[src/rtl/manchester_host.sv]
// Command/response host: transmits a 16-bit command as a Manchester-style frame on TX,
// then decodes the 16-bit reply on RX using the half period measured from its start pulse.
module manchester_host #(
    parameter int HALF     = 72,
    parameter int RESP_TMO = 20000
) (
    input  logic        clk,
    input  logic        rst_n,
    input  logic [15:0] cmd,
    input  logic        send,
    input  logic        RX,
    output logic        TX,
    output logic [15:0] resp,
    output logic        resp_rdy,
    output logic        busy,
    output logic        tmo
);

    localparam int CW = $clog2(RESP_TMO + 4 * HALF + 1);

    localparam logic [CW-1:0] C_HALF_END  = CW'(HALF - 1);
    localparam logic [CW-1:0] C_ONE_RISE  = CW'(HALF / 2 - 1);
    localparam logic [CW-1:0] C_ZERO_RISE = CW'(3 * HALF / 2 - 1);
    localparam logic [CW-1:0] C_BIT_END   = CW'(2 * HALF - 1);
    localparam logic [CW-1:0] C_TMO       = CW'(RESP_TMO - 1);
    localparam logic [CW-1:0] C_WD        = CW'(4 * HALF - 1);

    typedef enum logic [3:0] {
        IDLE,
        T_START_L,
        T_START_H,
        T_BIT_L,
        T_BIT_H,
        R_WAIT,
        R_START_L,
        R_WAIT_FALL,
        R_WAIT_SMP,
        R_WAIT_H
    } state_t;

    state_t        state, state_d;
    logic [CW-1:0] cnt, cnt_d;
    logic [CW-1:0] wd, wd_d;
    logic [3:0]    bitcnt, bit_d;
    logic [15:0]   sh, sh_d;
    logic [15:0]   resp_q, resp_d;
    logic [8:0]    per, per_d;
    logic [8:0]    per_cap, cap_d;
    logic          tx_q, tx_d;
    logic          rdy_q, rdy_d;
    logic          tmo_q, tmo_d;
    logic          s1, s2, s3;
    logic          rise, fall;

    assign rise     = s2 & ~s3;
    assign fall     = ~s2 & s3;
    assign TX       = tx_q;
    assign resp     = resp_q;
    assign resp_rdy = rdy_q;
    assign tmo      = tmo_q;
    // Busy stays up through the completion pulse so a same-cycle send is refused.
    assign busy     = (state != IDLE) || rdy_q || tmo_q;

    always_ff @(posedge clk) begin
        if (!rst_n) begin
            state   <= IDLE;
            cnt     <= '0;
            wd      <= '0;
            bitcnt  <= '0;
            sh      <= '0;
            resp_q  <= '0;
            per     <= '0;
            per_cap <= '0;
            tx_q    <= 1'b1;
            rdy_q   <= 1'b0;
            tmo_q   <= 1'b0;
            s1      <= 1'b1;
            s2      <= 1'b1;
            s3      <= 1'b1;
        end else begin
            state   <= state_d;
            cnt     <= cnt_d;
            wd      <= wd_d;
            bitcnt  <= bit_d;
            sh      <= sh_d;
            resp_q  <= resp_d;
            per     <= per_d;
            per_cap <= cap_d;
            tx_q    <= tx_d;
            rdy_q   <= rdy_d;
            tmo_q   <= tmo_d;
            s1      <= RX;
            s2      <= s1;
            s3      <= s2;
        end
    end

    always_comb begin
        state_d = state;
        cnt_d   = cnt + 1'b1;
        bit_d   = bitcnt;
        sh_d    = sh;
        resp_d  = resp_q;
        cap_d   = per_cap;
        tx_d    = tx_q;
        rdy_d   = 1'b0;
        tmo_d   = 1'b0;
        per_d   = (&per) ? per : per + 1'b1;
        wd_d    = (rise || fall) ? '0 : ((&wd) ? wd : wd + 1'b1);

        case (state)
            IDLE: begin
                cnt_d = '0;
                if (send && !busy) begin
                    sh_d    = cmd;
                    tx_d    = 1'b0;
                    state_d = T_START_L;
                end
            end
            T_START_L: begin
                if (cnt == C_HALF_END) begin
                    cnt_d   = '0;
                    tx_d    = 1'b1;
                    state_d = T_START_H;
                end
            end
            T_START_H: begin
                if (cnt == C_HALF_END) begin
                    cnt_d   = '0;
                    bit_d   = '0;
                    tx_d    = 1'b0;
                    state_d = T_BIT_L;
                end
            end
            T_BIT_L: begin
                if (cnt == (sh[15] ? C_ONE_RISE : C_ZERO_RISE)) begin
                    tx_d    = 1'b1;
                    state_d = T_BIT_H;
                end
            end
            T_BIT_H: begin
                if (cnt == C_BIT_END) begin
                    cnt_d = '0;
                    if (bitcnt == 4'd15) begin
                        bit_d   = '0;
                        state_d = R_WAIT;
                    end else begin
                        bit_d   = bitcnt + 4'd1;
                        sh_d    = {sh[14:0], 1'b0};
                        tx_d    = 1'b0;
                        state_d = T_BIT_L;
                    end
                end
            end
            R_WAIT: begin
                if (fall) begin
                    per_d   = '0;
                    state_d = R_START_L;
                end else if (cnt == C_TMO) begin
                    tmo_d   = 1'b1;
                    state_d = IDLE;
                end
            end
            R_START_L: begin
                if (rise) begin
                    cap_d   = per;
                    state_d = R_WAIT_FALL;
                end
            end
            R_WAIT_FALL: begin
                if (fall) begin
                    per_d   = '0;
                    state_d = R_WAIT_SMP;
                end
            end
            R_WAIT_SMP: begin
                if (per == per_cap) begin
                    sh_d    = {sh[14:0], s2};
                    state_d = R_WAIT_H;
                end
            end
            R_WAIT_H: begin
                if (s2) begin
                    if (bitcnt == 4'd15) begin
                        resp_d  = sh;
                        rdy_d   = 1'b1;
                        state_d = IDLE;
                    end else begin
                        bit_d   = bitcnt + 4'd1;
                        state_d = R_WAIT_FALL;
                    end
                end
            end
            default: state_d = IDLE;
        endcase

        // Watchdog wins over a completion in the same cycle, so the two pulses never coincide.
        if ((state inside {R_START_L, R_WAIT_FALL, R_WAIT_SMP, R_WAIT_H})
            && !(rise || fall) && wd == C_WD) begin
            state_d = IDLE;
            resp_d  = resp_q;
            rdy_d   = 1'b0;
            tmo_d   = 1'b1;
        end
    end

endmodule

[config.mk]
export PLATFORM = sky130hd
export DESIGN_NAME = manchester_host
export DESIGN_NICKNAME = d
export VERILOG_FILES = /design/src/rtl/manchester_host.sv
export SDC_FILE = /design/constraint.sdc
export NUM_CORES = 1
export LEC_CHECK = 0
export BUFFER_PORTS_ARGS = -buffer_cell sky130_fd_sc_hd__buf_4
export CORE_MARGIN = 10
export CORE_UTILIZATION = 54
export CTS_CLUSTER_DIAMETER = 30
export DETAILED_ROUTE_END_ITERATION = 8
export GPL_TIMING_DRIVEN = 0
export PLACE_DENSITY = 0.76
export SLEW_MARGIN = 15
export SYNTH_ARGS = -nofsm -noshare
export SYNTH_HDL_FRONTEND = slang
export SYNTH_SLANG_ARGS = --single-unit
[constraint.sdc]
create_clock -name clk -period 2.55 [get_ports clk]
set_input_delay 0.51 -clock clk [delete_from_list [all_inputs] [get_ports clk]]
set_output_delay 0.51 -clock clk [all_outputs]
set_load 0.1 [all_outputs]
==> flow_summary_export.csv <==
group,metric,value,unit
worst_setup_path,worstPathMaxFanout,8,
cells_and_area,final_cells,659,
floorplan,initial_utilization,0.5550,
route,detailroute.via_count,3702,
place,gp_congestion,0.9230,
flow_run,cap_violations,0,
route,route.detailed.drc,0,
timing,tightest_slew,0.8194,ns
route,wire_per_inst,15.25,µm
cts,numClockSinks,94,
cells_and_area,syn_to_final_growth,15.34,%
cells_and_area,final_nets,577,
route,drtIter0Drc,145,
timing,drv_slew,0,
synth,synth.area.top_cells,"dfxtp_1 (41%), mux2i_1 (9.4%), xnor2_1 (5.0%)",
cells_and_area,post-route-util,0.6402,
worst_setup_path,path_cells,"ha_4 > or3b_2 > or4_4 > nand2_4 > o311ai_4 > or4_1 > a21boi_1",
timing,layout_setup_ws,0.06378,ns
route,drt_wl_total,10050,µm
global_routing,grt_pass1_vias,3579,
timing,clock.fmax,0.4022,GHz
cts,cts_buffers,9,
synth,syn_nets,527,
synth,seq_area_frac_synth,0.4126,
floorplan,pin_count,40,
global_routing,grtUsageMet3,0.03865,
worst_setup_path,rr_endpoint,"bitcnt[3]$_SDFFE_PN0P_",
floorplan,dieArea,12520,µm²
power_and_ir_drop,p_per_area,801.2,nW/µm²
synth,ys.flop_type,"dfxtp_1",
worst_setup_path,critPathBufInv,0,
cts,htreeDepth,3,
place,hpwl,7319,µm
worst_setup_path,reg2reg_depth,7,
power_and_ir_drop,p_leak,2.258,nW
global_routing,grt_remaining_overflow,0,
worst_setup_path,arrival,2.78,ns
worst_setup_path,crit_path_start,"cnt[0]$_SDFF_PN0_",
cts,hold_buffers,0,
cts,cts_tree,"done",
floorplan,die_w,111.9,µm
timing,fin_skew,0.01105,ns
timing,setup_viol,0,
cells_and_area,final_cell_mix,"dfxtp_1 (91), nor2_1 (52), mux2i_1 (43), buf_4 (43), nand2_1 (40)",
worst_setup_path,critPathSlowestCell,"or4_4",
worst_setup_path,slowest_delay,0.55,ns
route,antenna_left,0,
timing,slew_headroom,0.4495,
timing,finalCritPeriodShare,0.9750,
route,firstDrtPassIters,5,
place,dp_worst_setup_slack,-0.4042,ns
synth,ys_warn_count,0,
global_routing,grt_max_degree,15,
global_routing,grt_pass1_wl,16700,µm
global_routing,use_met1,0.1950,
synth,synth.distinct_cells,57,
worst_setup_path,crit_end,"bitcnt[3]$_SDFFE_PN0P_",
synth,synth_top_area_frac,0.4126,
synth,yosysTopAreaCell,"dfxtp_1",
route,viasPerCell,5.618,
place,port_buffers,38,
power_and_ir_drop,ir_drop,486.4,µV
worst_setup_path,start_kind,"flip-flop",
place,placed_cells,644,
cells_and_area,layout.cells.most_common,"dfxtp_1",
worst_setup_path,end_kind,"flip-flop",
floorplan,die_h,111.9,µm
global_routing,grtUsageTotal,0.1558,
synth,synthArstFlopShare,0,
timing,rsz0062_at_grt,"true",
cells_and_area,drive_above_1_share,0.1480,
status,run_status,"finished clean",
timing,min_period,2.486,ns
worst_setup_path,path_class,"reg2reg",
synth,netlist_area,4561,µm²
worst_hold_path,hold_class,"in2reg",
worst_setup_path,cp.depth,7,
cts,clk_pin_slew,0.08,ns
cts,root_buffer,"clkbuf_8",
synth,synth_area_per_cell,9.103,µm²
timing,hold_viol,0,
worst_setup_path,ff2ff_setup_slack,0.06,ns
global_routing,use_met2,0.2475,
cells_and_area,final_area,5260,µm²
cts,cts_max_path_buffers,2,
global_routing,grt.busiest_layer,"met2",
synth,ys_ff_latch,94,
worst_setup_path,critPathTopFamily,"simple AND/OR/NAND/NOR gates",
floorplan,coreArea,8217,µm²
worst_setup_path,required,2.84,ns
place,placed_area,4977,µm²
floorplan,fp-row-count,33,
worst_setup_path,timing.rr.start,"cnt[0]$_SDFF_PN0_",
synth,syn_inst,501,
cells_and_area,diodes,0,
global_routing,antenna_found_initial,0,
cts,clk_latency,0.36,ns
synth,synth_edf_count,0,
## state kept, by name, summed over array words and instances, names as in the netlist
| name | flops |
|---|---|
| tmo | 1 |
| resp_rdy | 1 |
| wd | 15 |
| sh | 16 |
| s2 | 1 |
| s3 | 1 |
| TX | 1 |
| bitcnt | 4 |
| state | 4 |
| s1 | 1 |
| cnt | 15 |
| per_cap | 9 |
| resp | 16 |
| per | 9 |
## where the power goes
group / leakage (nW) / internal [W] / switching, W
clock: 0.106 / 0.000573 / 0.000500
combinational: 1.39 / 0.000529 / 0.000794
sequential: 0.764 / 0.00165 / 0.000164
## synthesized netlist by cell type (2+ instances only)
library cell and number:
nor3_1 10, o211a_1 17, or3_1 7, nor2_1 54, nand2b_1 7, xor2_1 15
o31ai_1 3, mux2i_1 43, and3_1 8, or2_2 3, nand4b_1 2, nand3b_1 3
o21ai_1 2, clkbuf_1 20, nor4_1 4, nand4_1 11, or3b_1 2, o21ai_0 13
nor4b_1 3, ha_1 6, xnor2_1 26, nor2b_1 26, a21oi_1 12, inv_1 12
a21boi_1 3, or3b_2 2, or4_1 2, or4b_1 2, o2111ai_1 2, o21a_1 2
dfxtp_1 94, nand3_1 13, nor3b_1 4, a211oi_1 2, nand2_1 41, buf_2 4
## routing by layer
metal,part of all wire,up-vias
met2,0.46,108
met3,0.059,18
met1,0.46,1727
li1,-,1849
met4,0.022,0
met5,0,-
## worst reg2reg max path, cell delays in order (launching register included)
cell      delay [ns]
dfxtp_4         0.38
ha_4            0.17
or3b_2          0.49
or4_4           0.55
nand2_4         0.11
o311ai_4        0.12
or4_1           0.44
a21boi_1        0.16
## how the worst min path moves through the flow
stage / from / end / slack (ns) / cells after the start
2_1_floorplan: s1$_SDFF_PN1_ / s2$_SDFF_PN1_ / 0.39 / 1
3_3_place_gp: s1$_SDFF_PN1_ / s2$_SDFF_PN1_ / 0.40 / 1
3_5_place_dp: s1$_SDFF_PN1_ / s2$_SDFF_PN1_ / 0.40 / 1
4_1_cts: RX / s1$_SDFF_PN1_ / 0.33 / 2
5_1_grt: RX / s1$_SDFF_PN1_ / 0.33 / 2
6_report: RX / s1$_SDFF_PN1_ / 0.33 / 2
## final cells by class
| class | instances | area (µm²) |
|---|---|---|
| plain buffers | 25 | 123.9 |
| clock buffers | 11 | 141.4 |
| clock inverters | 3 | 68.82 |
| fillers | 674 | 2957 |
| inverters | 12 | 45.04 |
| multi-input cells | 369 | 2561 |
| flip-flops and latches | 94 | 1888 |
| well taps | 105 | 131.4 |
| repair buffers | 40 | 300.3 |
## stage by stage
step                TNS [ns]  hold slack, ns  total power, W
floorplan                  0          0.3863        0.002754
global placement      -7.169          0.4023        0.003024
detailed placement    -9.590          0.3959        0.003064
CTS                        0          0.3261        0.004163
global route        -0.05617          0.3302        0.004427
finish                     0          0.3333        0.004214
## logic make-up after synthesis
kind of cell	after synthesis	synth area share
flip-flops	94	0.4126
AO/OA/AOI/OAI	68	0.1180
multiplexers	43	0.09438
XOR/XNOR	41	0.07874
buffers and inverters	38	0.03402
AND/OR/NAND/NOR	211	0.2458
adder cells (fa/ha/maj)	6	0.01646
## timing repair
action | in CTS | in global routing
setup endpoints to repair | 43 | 39
setup buffers | 0 | 2
hold endpoints to repair | 0 | 0
cloned | 0 | 0
pin swaps | 1 | 1
resized for setup | 14 | 11
Power figures use the tool's default switching activity.
